==> src/rtl/fruit_spawner.sv <==
// fruit_spawner: launch controller for one object slot, sitting directly
// upstream of the per-object motion stage. It waits a pseudo-random number
// of moveclk ticks, loads launch position/velocity/direction while holding
// the motion stage in reset, then releases it and waits for the object to
// be sliced (hit) or to leave the screen (miss) before scheduling the next
// launch.
//
// Ports:
//   clk_i        system clock
//   rst_i        synchronous active-high reset
//   en_i         spawning enabled; low forces IDLE
//   moveclk_i    slow motion tick, edge-detected on clk_i
//   oob_i        out-of-bound flag from the motion stage
//   sliced_i     object hit by the blade (level)
//   obj_rstn_o   active-low reset to the motion stage
//   moveen_o     motion enable to the motion stage
//   initposx_o   launch x (64..511)
//   initposy_o   launch y (SPAWN_Y)
//   initvx_o     launch x speed (1..16)
//   initvy_o     launch y speed (12..19)
//   initdx_o     1 = +x
//   initdy_o     1 = +y (down); always launches upward
//   active_o     object in flight
//   hit_pulse_o  one-cycle pulse, retired by slice
//   miss_pulse_o one-cycle pulse, retired by out-of-bound
//   spawn_count_o launches since reset, wraps
//
// state | meaning
// IDLE  | spawning disabled, motion stage held in reset
// DELAY | counting moveclk ticks until the next launch
// LOAD  | two clocks of motion-stage reset with launch values stable
// FLY   | object in flight, watching sliced/oob to retire it

module fruit_spawner #(
  parameter logic [15:0] SEED       = 16'hACE1,
  parameter int          MIN_DELAY  = 8,
  parameter logic [8:0]  SPAWN_Y    = 9'd440,
  parameter logic [9:0]  SCREEN_MID = 10'd320
) (
  input  logic       clk_i,
  input  logic       rst_i,
  input  logic       en_i,
  input  logic       moveclk_i,
  input  logic       oob_i,
  input  logic       sliced_i,
  output logic       obj_rstn_o,
  output logic       moveen_o,
  output logic [9:0] initposx_o,
  output logic [8:0] initposy_o,
  output logic [9:0] initvx_o,
  output logic [8:0] initvy_o,
  output logic       initdx_o,
  output logic       initdy_o,
  output logic       active_o,
  output logic       hit_pulse_o,
  output logic       miss_pulse_o,
  output logic [7:0] spawn_count_o
);

  typedef enum logic [1:0] {
    S_IDLE  = 2'd0,
    S_DELAY = 2'd1,
    S_LOAD  = 2'd2,
    S_FLY   = 2'd3
  } state_e;

  // An all-zero seed would lock the LFSR.
  localparam logic [15:0] SEED_EFF = (SEED == 16'h0000) ? 16'h0001 : SEED;
  localparam logic [7:0]  MIN_DLY  = 8'(MIN_DELAY);

  state_e      state_q, state_d;
  logic [15:0] lfsr_q, lfsr_d;
  logic [1:0]  mc_q;
  logic        oob_q;
  logic        armed_q, armed_d;
  logic [7:0]  delay_q, delay_d;
  logic        load_q, load_d;

  logic        obj_rstn_q, moveen_q, active_q;
  logic        hit_q, miss_q;
  logic [7:0]  count_q;
  logic [9:0]  posx_q, vx_q;
  logic [8:0]  posy_q, vy_q;
  logic        dx_q, dy_q;

  logic        tick;
  logic        launch;
  logic        hit_d, miss_d;
  logic [8:0]  r_pos;
  logic [9:0]  posx_calc, vx_calc;
  logic [8:0]  vy_calc;
  logic        dx_calc;
  logic [7:0]  reload;

  // Galois form of x^16+x^14+x^13+x^11, shifting right.
  assign lfsr_d = {1'b0, lfsr_q[15:1]} ^ (lfsr_q[0] ? 16'hB400 : 16'h0000);

  // mc_q[0] is the newest sample; 01 marks a rising moveclk.
  assign tick = (mc_q == 2'b01);

  // Values above 447 fold down by 256 so x stays within 64..511.
  assign r_pos     = lfsr_q[8:0];
  assign posx_calc = 10'd64 + ((r_pos > 9'd447) ? ({1'b0, r_pos} - 10'd256) : {1'b0, r_pos});
  assign vx_calc   = 10'd1 + {6'd0, lfsr_q[12:9]};
  assign vy_calc   = 9'd12 + {6'd0, lfsr_q[15:13]};
  assign dx_calc   = (posx_calc < SCREEN_MID);
  assign reload    = MIN_DLY + {4'd0, lfsr_q[3:0]};

  always_comb begin
    state_d = state_q;
    delay_d = delay_q;
    load_d  = load_q;
    armed_d = armed_q;
    launch  = 1'b0;
    hit_d   = 1'b0;
    miss_d  = 1'b0;
    if (!en_i) begin
      state_d = S_IDLE;
    end else begin
      case (state_q)
        S_IDLE: begin
          state_d = S_DELAY;
          delay_d = reload;
        end
        S_DELAY: begin
          if (tick) begin
            if (delay_q == 8'd0) begin
              state_d = S_LOAD;
              load_d  = 1'b0;
              // Latched on entry so the values are stable for both LOAD clocks.
              launch  = 1'b1;
            end else begin
              delay_d = delay_q - 8'd1;
            end
          end
        end
        S_LOAD: begin
          if (load_q) begin
            state_d = S_FLY;
            armed_d = 1'b0;
          end else begin
            load_d = 1'b1;
          end
        end
        S_FLY: begin
          if (sliced_i) begin
            hit_d = 1'b1;
          end else if (armed_q && !oob_q && oob_i) begin
            miss_d = 1'b1;
          end
          if (hit_d || miss_d) begin
            state_d = S_DELAY;
            delay_d = reload;
          end else if (!oob_i) begin
            armed_d = 1'b1;
          end
        end
        default: state_d = S_IDLE;
      endcase
    end
  end

  always_ff @(posedge clk_i) begin
    if (rst_i) begin
      state_q    <= S_IDLE;
      lfsr_q     <= SEED_EFF;
      mc_q       <= 2'b00;
      oob_q      <= 1'b0;
      armed_q    <= 1'b0;
      delay_q    <= 8'd0;
      load_q     <= 1'b0;
      obj_rstn_q <= 1'b0;
      moveen_q   <= 1'b0;
      active_q   <= 1'b0;
      hit_q      <= 1'b0;
      miss_q     <= 1'b0;
      count_q    <= 8'd0;
      posx_q     <= 10'd0;
      posy_q     <= 9'd0;
      vx_q       <= 10'd0;
      vy_q       <= 9'd0;
      dx_q       <= 1'b0;
      dy_q       <= 1'b0;
    end else begin
      state_q    <= state_d;
      lfsr_q     <= lfsr_d;
      mc_q       <= {mc_q[0], moveclk_i};
      oob_q      <= oob_i;
      armed_q    <= armed_d;
      delay_q    <= delay_d;
      load_q     <= load_d;
      obj_rstn_q <= (state_d == S_FLY);
      moveen_q   <= (state_d == S_FLY);
      active_q   <= (state_d == S_FLY);
      hit_q      <= hit_d;
      miss_q     <= miss_d;
      if ((state_d == S_FLY) && (state_q != S_FLY)) begin
        count_q <= count_q + 8'd1;
      end
      if (launch) begin
        posx_q <= posx_calc;
        posy_q <= SPAWN_Y;
        vx_q   <= vx_calc;
        vy_q   <= vy_calc;
        dx_q   <= dx_calc;
        dy_q   <= 1'b0;
      end
    end
  end

  assign obj_rstn_o    = obj_rstn_q;
  assign moveen_o      = moveen_q;
  assign active_o      = active_q;
  assign hit_pulse_o   = hit_q;
  assign miss_pulse_o  = miss_q;
  assign spawn_count_o = count_q;
  assign initposx_o    = posx_q;
  assign initposy_o    = posy_q;
  assign initvx_o      = vx_q;
  assign initvy_o      = vy_q;
  assign initdx_o      = dx_q;
  assign initdy_o      = dy_q;

endmodule
==> config.mk <==
export PLATFORM = sky130hd
export DESIGN_NAME = fruit_spawner
export DESIGN_NICKNAME = d
export VERILOG_FILES = /design/src/rtl/fruit_spawner.sv
export SDC_FILE = /design/constraint.sdc
export NUM_CORES = 1
export LEC_CHECK = 0
export ABC_AREA = 1
export BUFFER_PORTS_ARGS = -buffer_cell sky130_fd_sc_hd__clkbuf_2
export CORE_ASPECT_RATIO = 0.5
export CORE_MARGIN = 2
export CORE_UTILIZATION = 33
export DETAILED_ROUTE_END_ITERATION = 16
export GPL_ROUTABILITY_DRIVEN = 0
export PLACE_DENSITY_LB_ADDON = 0.25
export SLEW_MARGIN = 20
export SYNTH_ARGS = -nofsm -noshare
export SYNTH_HDL_FRONTEND = slang
export SYNTH_SLANG_ARGS = --single-unit
==> constraint.sdc <==
create_clock -name clk_i -period 2.1 [get_ports clk_i]
set_input_delay 0.105 -clock clk_i [delete_from_list [all_inputs] [get_ports clk_i]]
set_output_delay 0.105 -clock clk_i [all_outputs]
set_load 0.005 [all_outputs]
* Word-level counts from Yosys, hierarchy flattened
Index checks and enable logic that the tools add are counted.
W data, S select, Z words.
** Word-level totals
- Register bits :: 73
- Input bits :: 6
- Logic and storage cells :: 85
** Cells by class
- $add $sub $neg :: 7
- Order comparisons :: 2
- Equality and inequality tests :: 13
- Multiplexer cells :: 30
- Bitwise gates (word level) :: 3
- Reductions and logical operators :: 14
** Operators with widths (count)
- $mux W8 :: 3
- $pmux W8 S3 :: 1
- $mux W1 :: 16
- $mux W16 :: 1
- $ne A2 B2 Y1 const B :: 8
- $xor A15 B16 Y16 :: 1
- $add A7 B10 Y10 const A :: 1
- $lt A10 B9 Y1 const B :: 1
- $mux W10 :: 1
- $mux W2 :: 5
- $reduce_and A5 Y1 :: 2
- $sub A9 B9 Y10 const B :: 1
- $gt A9 B9 Y1 const B :: 1
- $add A8 B1 Y8 const B :: 1
- $logic_not A8 Y1 :: 1
- $pmux W2 S4 :: 1
- $sub A8 B1 Y8 const B :: 1
- $eq A2 B2 Y1 const B :: 3
- $add A1 B4 Y5 const A :: 1
- $add A4 B3 Y5 const A :: 1
- $add A4 B4 Y5 const A :: 1
- $eq A2 B1 Y1 const B :: 2
- $pmux W1 S2 :: 2
- $reduce_and A4 Y1 :: 1
- 8 further kinds :: 12

* Depth between registers and ports, before layout
Gate-level depths: netlist of run 1.
- Depth in word-level cells :: 13
- Depth in mapped cells :: 12

* Worst setup path before layout of run 1
No wires, ideal clock.
- Path kind :: register to register
- Start :: reg delay_q[0]
- End :: reg posx_q[8], in the netlist initposx_o[8]
- Library setup time :: 0.115 ns
- Data arrival time :: 1.430 ns
- Data required time :: 1.985 ns
- Slack :: 0.555 ns
- Cell stages (with the launch flop) :: 11
- Path buffers :: 1
- Clock period less this slack :: 1.545 ns
- Cells stage by stage :: dfxtp_1 -> inv_1 -> ha_1 -> nand2_1 -> nor3_4 -> nand4_4 -> clkinv_2 -> buf_6 -> nand2_1 -> o211ai_1 -> inv_2
** On the way
- Longest elaborated chain between the ends :: 5
** RTL lines
- start, declared :: line 76 : logic [7:0] delay_q, delay_d;
- start signal, assigned :: line 190 : delay_q <= delay_d;
- $logic_not A8 Y1 :: line 127 : if (delay_q == 8'd0) begin
- $mux W1 :: line 127
- $mux W1 :: line 126 : if (tick) begin
- $mux W1 :: line 120 : case (state_q)
- $mux W1 :: line 117 : if (!en_i) begin
- end signal, assigned :: line 201 : posx_q <= posx_calc;
- end, declared :: line 82 : logic [9:0] posx_q, vx_q;
No other way between the ends.
A chain may end at the register's enable or synchronous reset.

* Worst setup path in the final report of run 1
Same ends and word-level chain as after synthesis.

==> reports/metrics.yaml, run 1 <==
run_status:
  outcome: "complete, no violations"
synth:
  yosys_warnings: 0
  ys_seq_elements: 63
  yosysSeqAreaShare: 0.459
  synth_cell_type_count: 35
  synthCells: 334
  synth_area_um2: 2750
  syn_avg_cell_area_um2: 8.22
floorplan:
  dieWidth_um: 133
  boundaryPins: 59
  dieArea_um2: 9110
  coreArea_um2: 8030
  rows: 23
  start_util: 0.342
  die_h_um: 68.5
cts:
  cts_made_buffers: 9
  clk_latency_ns: 0.33
  clk_path_buf_depth: 2
  clkTransAtPathRegs_ns: 0.06
  tritoncts: "yes"
  htreeDepth: 3
  cts_sinks: 63
  cts_root_buffer: "clkbuf_16"
global_route:
  grt_max_degree: 35
  grt_usage: 0.131
  antenna_found_initial: 0
  grt_pass1_wl_um: 9110
  grt_pass1_vias: 1947
  grt-ovfl-total: 0
finish:
  layout_common_cells: "63 x dfxtp_1, 44 x clkbuf_2, 43 x nor2_1, 38 x nand2_1, 35 x inv_1"
  nNetsFinal: 389
  nFillCells: 823
  synthToLayoutAreaGrowth_pct: 20.8
  final_common_cell: "dfxtp_1"
  drive_gt1_frac: 0.230
  post-route-util: 0.413
  instances_no_fill: 494
  diodes: 0
routing:
  drc: 0
  postRouteAntennaNets: 0
  totalWireLength_um: 5210
  vias: 2129
  drtIter0Drc: 127
  wl_per_cell_um: 10.6
  vias_per_cell: 4.31
  firstDrtPassIters: 5
setup_path:
  critPathLaunchType: "flip-flop"
  crit_path_max_fanout: 33
  worstSetupPathType: "flip-flop to flip-flop"
  endpoint_kind: "flip-flop"
  worstPathArrival_ns: 2.07
  reg2reg_slack_ns: 0.26
  rr_worst_depth: 9
  worstPathRequired_ns: 2.33
  critPathLaunch: "delay_q[0]$_SDFFE_PP0P_"
  r2r-start: "delay_q[0]$_SDFFE_PP0P_"
placement:
  dp_hpwl_um: 3540
  dp_cells: 475
  io_buffers: 44
sta:
  fin_hold_ws_ns: 0.154
  slew_violations: 0
  rsz0062_at_grt: "false"
  period_needed_ns: 1.84
  max_freq_mhz: 543
  tns_ns: 0
  period_share: 0.877
  finalHoldViolations: 0
  skew_ns: 0.00778
  setup_violations: 0
min_path:
  worstHoldStart: "en_i"
  holdPathStages: 3
  min_path_type: "primary input to flip-flop"
pwr:
  power_density_nw_per_um2: 943
  peakVddDrop_mv: 0.412
  leakagePower_nw: 1.50
job:
  cap_violations: 0
## synthesized netlist by cell type
| cell | count | area [µm²] |
|---|---|---|
| a211oi_1 | 1 | 7.51 |
| a21oi_1 | 22 | 110 |
| a21oi_2 | 10 | 87.6 |
| a31oi_1 | 1 | 6.26 |
| buf_1 | 2 | 7.51 |
| buf_4 | 22 | 165 |
| buf_6 | 3 | 33.8 |
| clkbuf_1 | 4 | 15.0 |
| clkinv_2 | 1 | 5.00 |
| conb_1 | 1 | 3.75 |
| dfxtp_1 | 63 | 1260 |
| ha_1 | 6 | 75.1 |
| inv_1 | 35 | 131 |
| inv_2 | 5 | 18.8 |
| nand2_1 | 38 | 143 |
| nand2_2 | 1 | 6.26 |
| nand2_4 | 1 | 11.3 |
| nand3_1 | 10 | 50.1 |
| nand3b_1 | 1 | 7.51 |
| nand4_1 | 2 | 12.5 |
| nand4_4 | 2 | 42.5 |
| nor2_1 | 43 | 161 |
| nor3_1 | 7 | 35.0 |
| nor3_4 | 2 | 32.5 |
| nor3b_1 | 1 | 7.51 |
| nor3b_2 | 1 | 12.5 |
| nor3b_4 | 1 | 18.8 |
| o211a_1 | 1 | 10.0 |
| o211ai_1 | 1 | 7.51 |
| o21a_1 | 1 | 7.51 |
| o21ai_0 | 19 | 95.1 |
| o21ai_1 | 18 | 90.1 |
| or2_2 | 1 | 6.26 |
| xnor2_1 | 5 | 43.8 |
| xor2_1 | 2 | 17.5 |
## power by group
group / internal (mW) / switching [mW]
registers: 1.24 / 0.0326
clock network: 1.08 / 0.540
logic: 0.0881 / 0.153
total: 2.40 / 0.726
## cells by family (layout without fill, tap and decap cells)
| kind of cell | after synthesis | in the layout | share of synthesized area |
|---|---|---|---|
| XOR/XNOR | 7 | 7 | 0.0223 |
| buffers and inverters | 72 | 107 | 0.137 |
| flip-flops | 63 | 63 | 0.459 |
| adder cells (fa/ha/maj) | 6 | 6 | 0.0273 |
| other | 1 | 14 | 0.00137 |
| AND/OR/NAND/NOR | 111 | 111 | 0.199 |
| AO/OA/AOI/OAI | 74 | 74 | 0.154 |
## state kept, by name, indices dropped and copies added (netlist names)
name	count
lfsr_q	16
initposx_o	10
delay_q	8
spawn_count_o	8
initvx_o	5
initvy_o	4
mc_q	2
state_q	2
active_o	1
armed_q	1
hit_pulse_o	1
initdx_o	1
initposy_o	1
load_q	1
miss_pulse_o	1
oob_q	1
## layer usage
metal | wire [µm] | track usage | part of all wire | up-vias
met1 | 2720 | 0.161 | 0.52 | 936
met4 | 91 | 0.0605 | 0.017 | 0
met2 | 2110 | 0.205 | 0.41 | 52
li1 | - | - | - | 1133
met5 | 0 | 0 | 0 | -
met3 | 286 | 0.0541 | 0.055 | 8
## worst max-delay path: stages (launching register included)
cell and delay (ns):
dfxtp_1 0.31, inv_1 0.09, ha_1 0.17, nand2_1 0.12
nor3_4 0.27, nand4_4 0.20, inv_4 0.34, nand2_1 0.09
o211ai_1 0.11, inv_2 0.04
## per-stage QoR
step	setup WS (ns)	total power, mW	instance area, µm²
2_1_floorplan	0.555	1.50	2800
3_3_place_gp	0.246	1.53	2960
3_5_place_dp	0.189	1.53	2960
4_1_cts	0.174	3.17	3320
5_1_grt	0.0390	3.29	3320
6_report	0.258	3.13	3320
## worst paths after layout
check / to
worst min register to register: mc_q[1]$_SDFF_PP0_
worst max-delay path: initposx_o[8]$_SDFFE_PP0P_
worst min-delay path: state_q[1]$_SDFF_PP0_
worst max register to register: initposx_o[8]$_SDFFE_PP0P_
## area by class of cell
| class | count | area (µm²) | area share |
|---|---|---|---|
| multi-input combinational | 212 | 1160 | 0.349 |
| tap | 112 | 140 | 0.0422 |
| clock buffer | 10 | 239 | 0.0720 |
| sequential | 63 | 1260 | 0.380 |
| timing repair buffer | 50 | 273 | 0.0822 |
| clock inverter | 6 | 90.1 | 0.0272 |
| inverter | 41 | 156 | 0.0472 |
## what timing repair did
item / CTS / global route
endpoints found under the hold margin: 3 / 0
buffers inserted: 0 / 0
resized for setup: 0 / 1
hold buffers: 3 / 0
setup endpoints to repair: 0 / 5
(Power assumes the default switching activity.)
==> inputs of run 2 (changes only) <==
Settings changed: CORE_UTILIZATION 33 to 50.
==> run 2 against run 1 <==
  * Cell count down 7.7%
  * Clock power down 28%
  * Die area down 33%
  * Fmax up 4.0%
  * Utilization up 17 points
  * Non-clock buffer count up 1
  * Worst setup slack better by 0.071 ns
  * Clock skew down 0.00075 ns
  * Via count up 3.5%
  * First-iteration DRC count down 41%
  * Largest cell class unchanged
  * Largest power group is now registers
  * Highest routed layer unchanged
==> reports/metrics.yaml, run 2 (same netlist as run 1, synthesis figures left out) <==
run_status:
  outcome: "complete, no violations"  # unchanged
min_path:
  min_to: "state_q[1]$_SDFF_PP0_"  # unchanged
  worstHoldStart: "en_i"  # unchanged
  min_path_type: "primary input to flip-flop"  # unchanged
  holdPathStages: 3  # unchanged
floorplan:
  dieWidth_um: 109  # was 133 µm
  coreArea_um2: 5400  # was 8030 µm²
  boundaryPins: 59  # unchanged
  start_util: 0.509  # was 0.342
  die_h_um: 56.4  # was 68.5 µm
  rows: 19  # was 23
  dieArea_um2: 6140  # was 9110 µm²
cts:
  postCtsSetupRepairBufs: 0  # unchanged
  htreeDepth: 3  # unchanged
  tritoncts: "yes"  # unchanged
  post_cts_resized: 0  # unchanged
  clk_path_buf_depth: 2  # unchanged
  clkTransAtPathRegs_ns: 0.07  # was 0.06 ns
  clk_latency_ns: 0.34  # was 0.33 ns
  cts_made_buffers: 9  # unchanged
  holdBufCountCts: 3  # unchanged
  cts_sinks: 63  # unchanged
  cts_root_buffer: "clkbuf_8"  # was clkbuf_16
finish:
  design_area_um2: 3170  # was 3320 µm²
  nNetsFinal: 390  # was 389
  top_register: "lfsr_q"  # unchanged
  drive_gt1_frac: 0.230  # about the same
  synthToLayoutAreaGrowth_pct: 15.4  # was 20.8%
  final_common_cell: "dfxtp_1"  # unchanged
  nFillCells: 491  # was 823
  largest_reg_flops: 16  # unchanged
  diodes: 0  # unchanged
  post-route-util: 0.587  # was 0.413
  instances_no_fill: 456  # was 494
  layout_common_cells: "63 x dfxtp_1, 44 x clkbuf_2, 43 x nor2_1, 38 x nand2_1, 35 x inv_1"  # unchanged
global_route:
  grt_pass1_wl_um: 8860  # was 9110 µm
  grt-ovfl-total: 0  # unchanged
  antenna_found_initial: 0  # unchanged
  grt_usage: 0.188  # was 0.131
  grt_max_degree: 29  # was 35
  grt_pass1_vias: 1990  # was 1947
setup_path:
  crit_path_frequent_cell: "nand2_1"  # unchanged
  cp_cell_sequence: "inv_1 -> ha_1 -> nand2_1 -> nor3_4 -> nand4_4 -> clkinv_2 -> buf_4 -> nand2_1 -> o211ai_1 -> inv_2"  # was inv_1 -> ha_1 -> nand2_1 -> nor3_4 -> nand4_4 -> inv_4 -> nand2_1 -> o211ai_1 -> inv_2
  cp_num_buf_inv: 4  # was 3
  rr_worst_depth: 10  # was 9
  r2r_end: "initposx_o[8]$_SDFFE_PP0P_"  # unchanged
  cp_top_family: "simple AND/OR/NAND/NOR gates"  # unchanged
  crit_path_max_incr_delay_ns: 0.31  # was 0.34 ns
  r2r-start: "delay_q[0]$_SDFFE_PP0P_"  # unchanged
  reg2reg_slack_ns: 0.33  # was 0.26 ns
  crit_path_max_fanout: 21  # was 33
  worstPathArrival_ns: 2.01  # was 2.07 ns
  worstPathRequired_ns: 2.34  # was 2.33 ns
  endpoint_kind: "flip-flop"  # unchanged
  critPathLaunchType: "flip-flop"  # unchanged
  worstSetupPathType: "flip-flop to flip-flop"  # unchanged
  crit_path_top_delay_cell: "dfxtp_1"  # was inv_4
routing:
  vias_per_cell: 4.83  # was 4.31
  totalWireLength_um: 5140  # was 5210 µm
  wl_per_cell_um: 11.3  # was 10.6 µm
  drc: 0  # unchanged
  drtIter0Drc: 75  # was 127
  firstDrtPassIters: 4  # was 5
  postRouteAntennaNets: 0  # unchanged
  vias: 2203  # was 2129
job:
  cap_violations: 0  # unchanged
pwr:
  power_density_nw_per_um2: 845  # was 943 nW/µm²
  p_int_mw: 2.03  # was 2.40 mW
  pwr-share-comb: 0.090  # was 0.077
  leakagePower_nw: 1.46  # was 1.50 nW
  sequentialPowerShare: 0.474  # was 0.406
  peakVddDrop_mv: 0.434  # was 0.412 mV
  clkPwrFrac: 0.435  # was 0.516
  switchingPower_mw: 0.651  # was 0.726 mW
  p_sw_frac: 0.243  # was 0.232
sta:
  finalHoldViolations: 0  # unchanged
  max_freq_mhz: 565  # was 543 MHz
  slew_headroom: 0.640
  slew_violations: 0  # unchanged
  rsz0062_at_grt: "false"  # unchanged
  period_needed_ns: 1.77  # was 1.84 ns
  skew_ns: 0.00703  # was 0.00778 ns
  setup_violations: 0  # unchanged
  period_share: 0.843  # was 0.877
  tns_ns: 0  # unchanged
  setup_ws_ns: 0.329  # was 0.258 ns
  tightest_slew_ns: 0.540
placement:
  dp_slack_ns: 0.313  # was 0.189 ns
  place_area_um2: 2920  # was 2960 µm²
  dp_cells: 437  # was 475
  io_buffers: 44  # unchanged
  dp_hpwl_um: 3600  # was 3540 µm
[run 2: changes by cell type in the layout (fill, tap and decap cells not counted)]
cell,change
buf_4,+1
clkbuf_1,+1
clkbuf_16,-9
clkbuf_8,+9
clkinv_2,+1
clkinv_4,+1
inv_4,-1
inv_6,-2
[run 2: worst max path at each step]
stage                             from                          to  slack [ns]  cells past startpoint
6_report       delay_q[0]$_SDFFE_PP0P_  initposx_o[8]$_SDFFE_PP0P_        0.33                     10
5_1_grt        delay_q[0]$_SDFFE_PP0P_    initvx_o[0]$_SDFFE_PP0P_        0.15                      9
2_1_floorplan  delay_q[0]$_SDFFE_PP0P_  initposx_o[8]$_SDFFE_PP0P_        0.55                     10
4_1_cts        delay_q[0]$_SDFFE_PP0P_  initposx_o[8]$_SDFFE_PP0P_        0.32                     10
3_3_place_gp   delay_q[0]$_SDFFE_PP0P_  initposx_o[8]$_SDFFE_PP0P_        0.39                     10
3_5_place_dp   delay_q[0]$_SDFFE_PP0P_  initposx_o[8]$_SDFFE_PP0P_        0.31                     10
[run 2: cell type report]
type,instances,area (µm²),area share
multi-input cells,212,1160,0.365
inverters,41,155,0.0490
repair buffers,51,280,0.0885
clock buffers,11,141,0.0446
flip-flops and latches,63,1260,0.398
clock inverters,5,81.3,0.0257
well taps,73,91.3,0.0288
[run 2: metrics by stage]
step,hold WS [ns],total power [mW]
after floorplan,0.184,1.50
after global placement,0.291,1.52
after detailed placement,0.297,1.53
after CTS,0.118,2.71
after global routing,0.170,2.81
final,0.133,2.68
[run 2: worst min-delay path: cells and delay by family]
family,cells,cell delay [ns]
buf+inv,1,0.17
simple gates,1,0.04
compound gates,1,0.11
[run 2: power groups by stage]
stage | sequential, mW | combinational, mW | clock (mW)
floorplan | 1.29 | 0.210 | 0
global placement | 1.29 | 0.229 | 0
detailed placement | 1.30 | 0.234 | 0
CTS | 1.27 | 0.241 | 1.20
global route | 1.27 | 0.276 | 1.26
finish | 1.27 | 0.241 | 1.17
[run 2: per-layer routing]
metal	wire, µm	track usage	vias up	part of all wire
met1	2390	0.227	1008	0.46
met5	0	0	-	0
met4	31	0.0495	0	0.0060
li1	-	-	1132	-
met3	341	0.0906	5	0.066
met2	2380	0.303	58	0.46
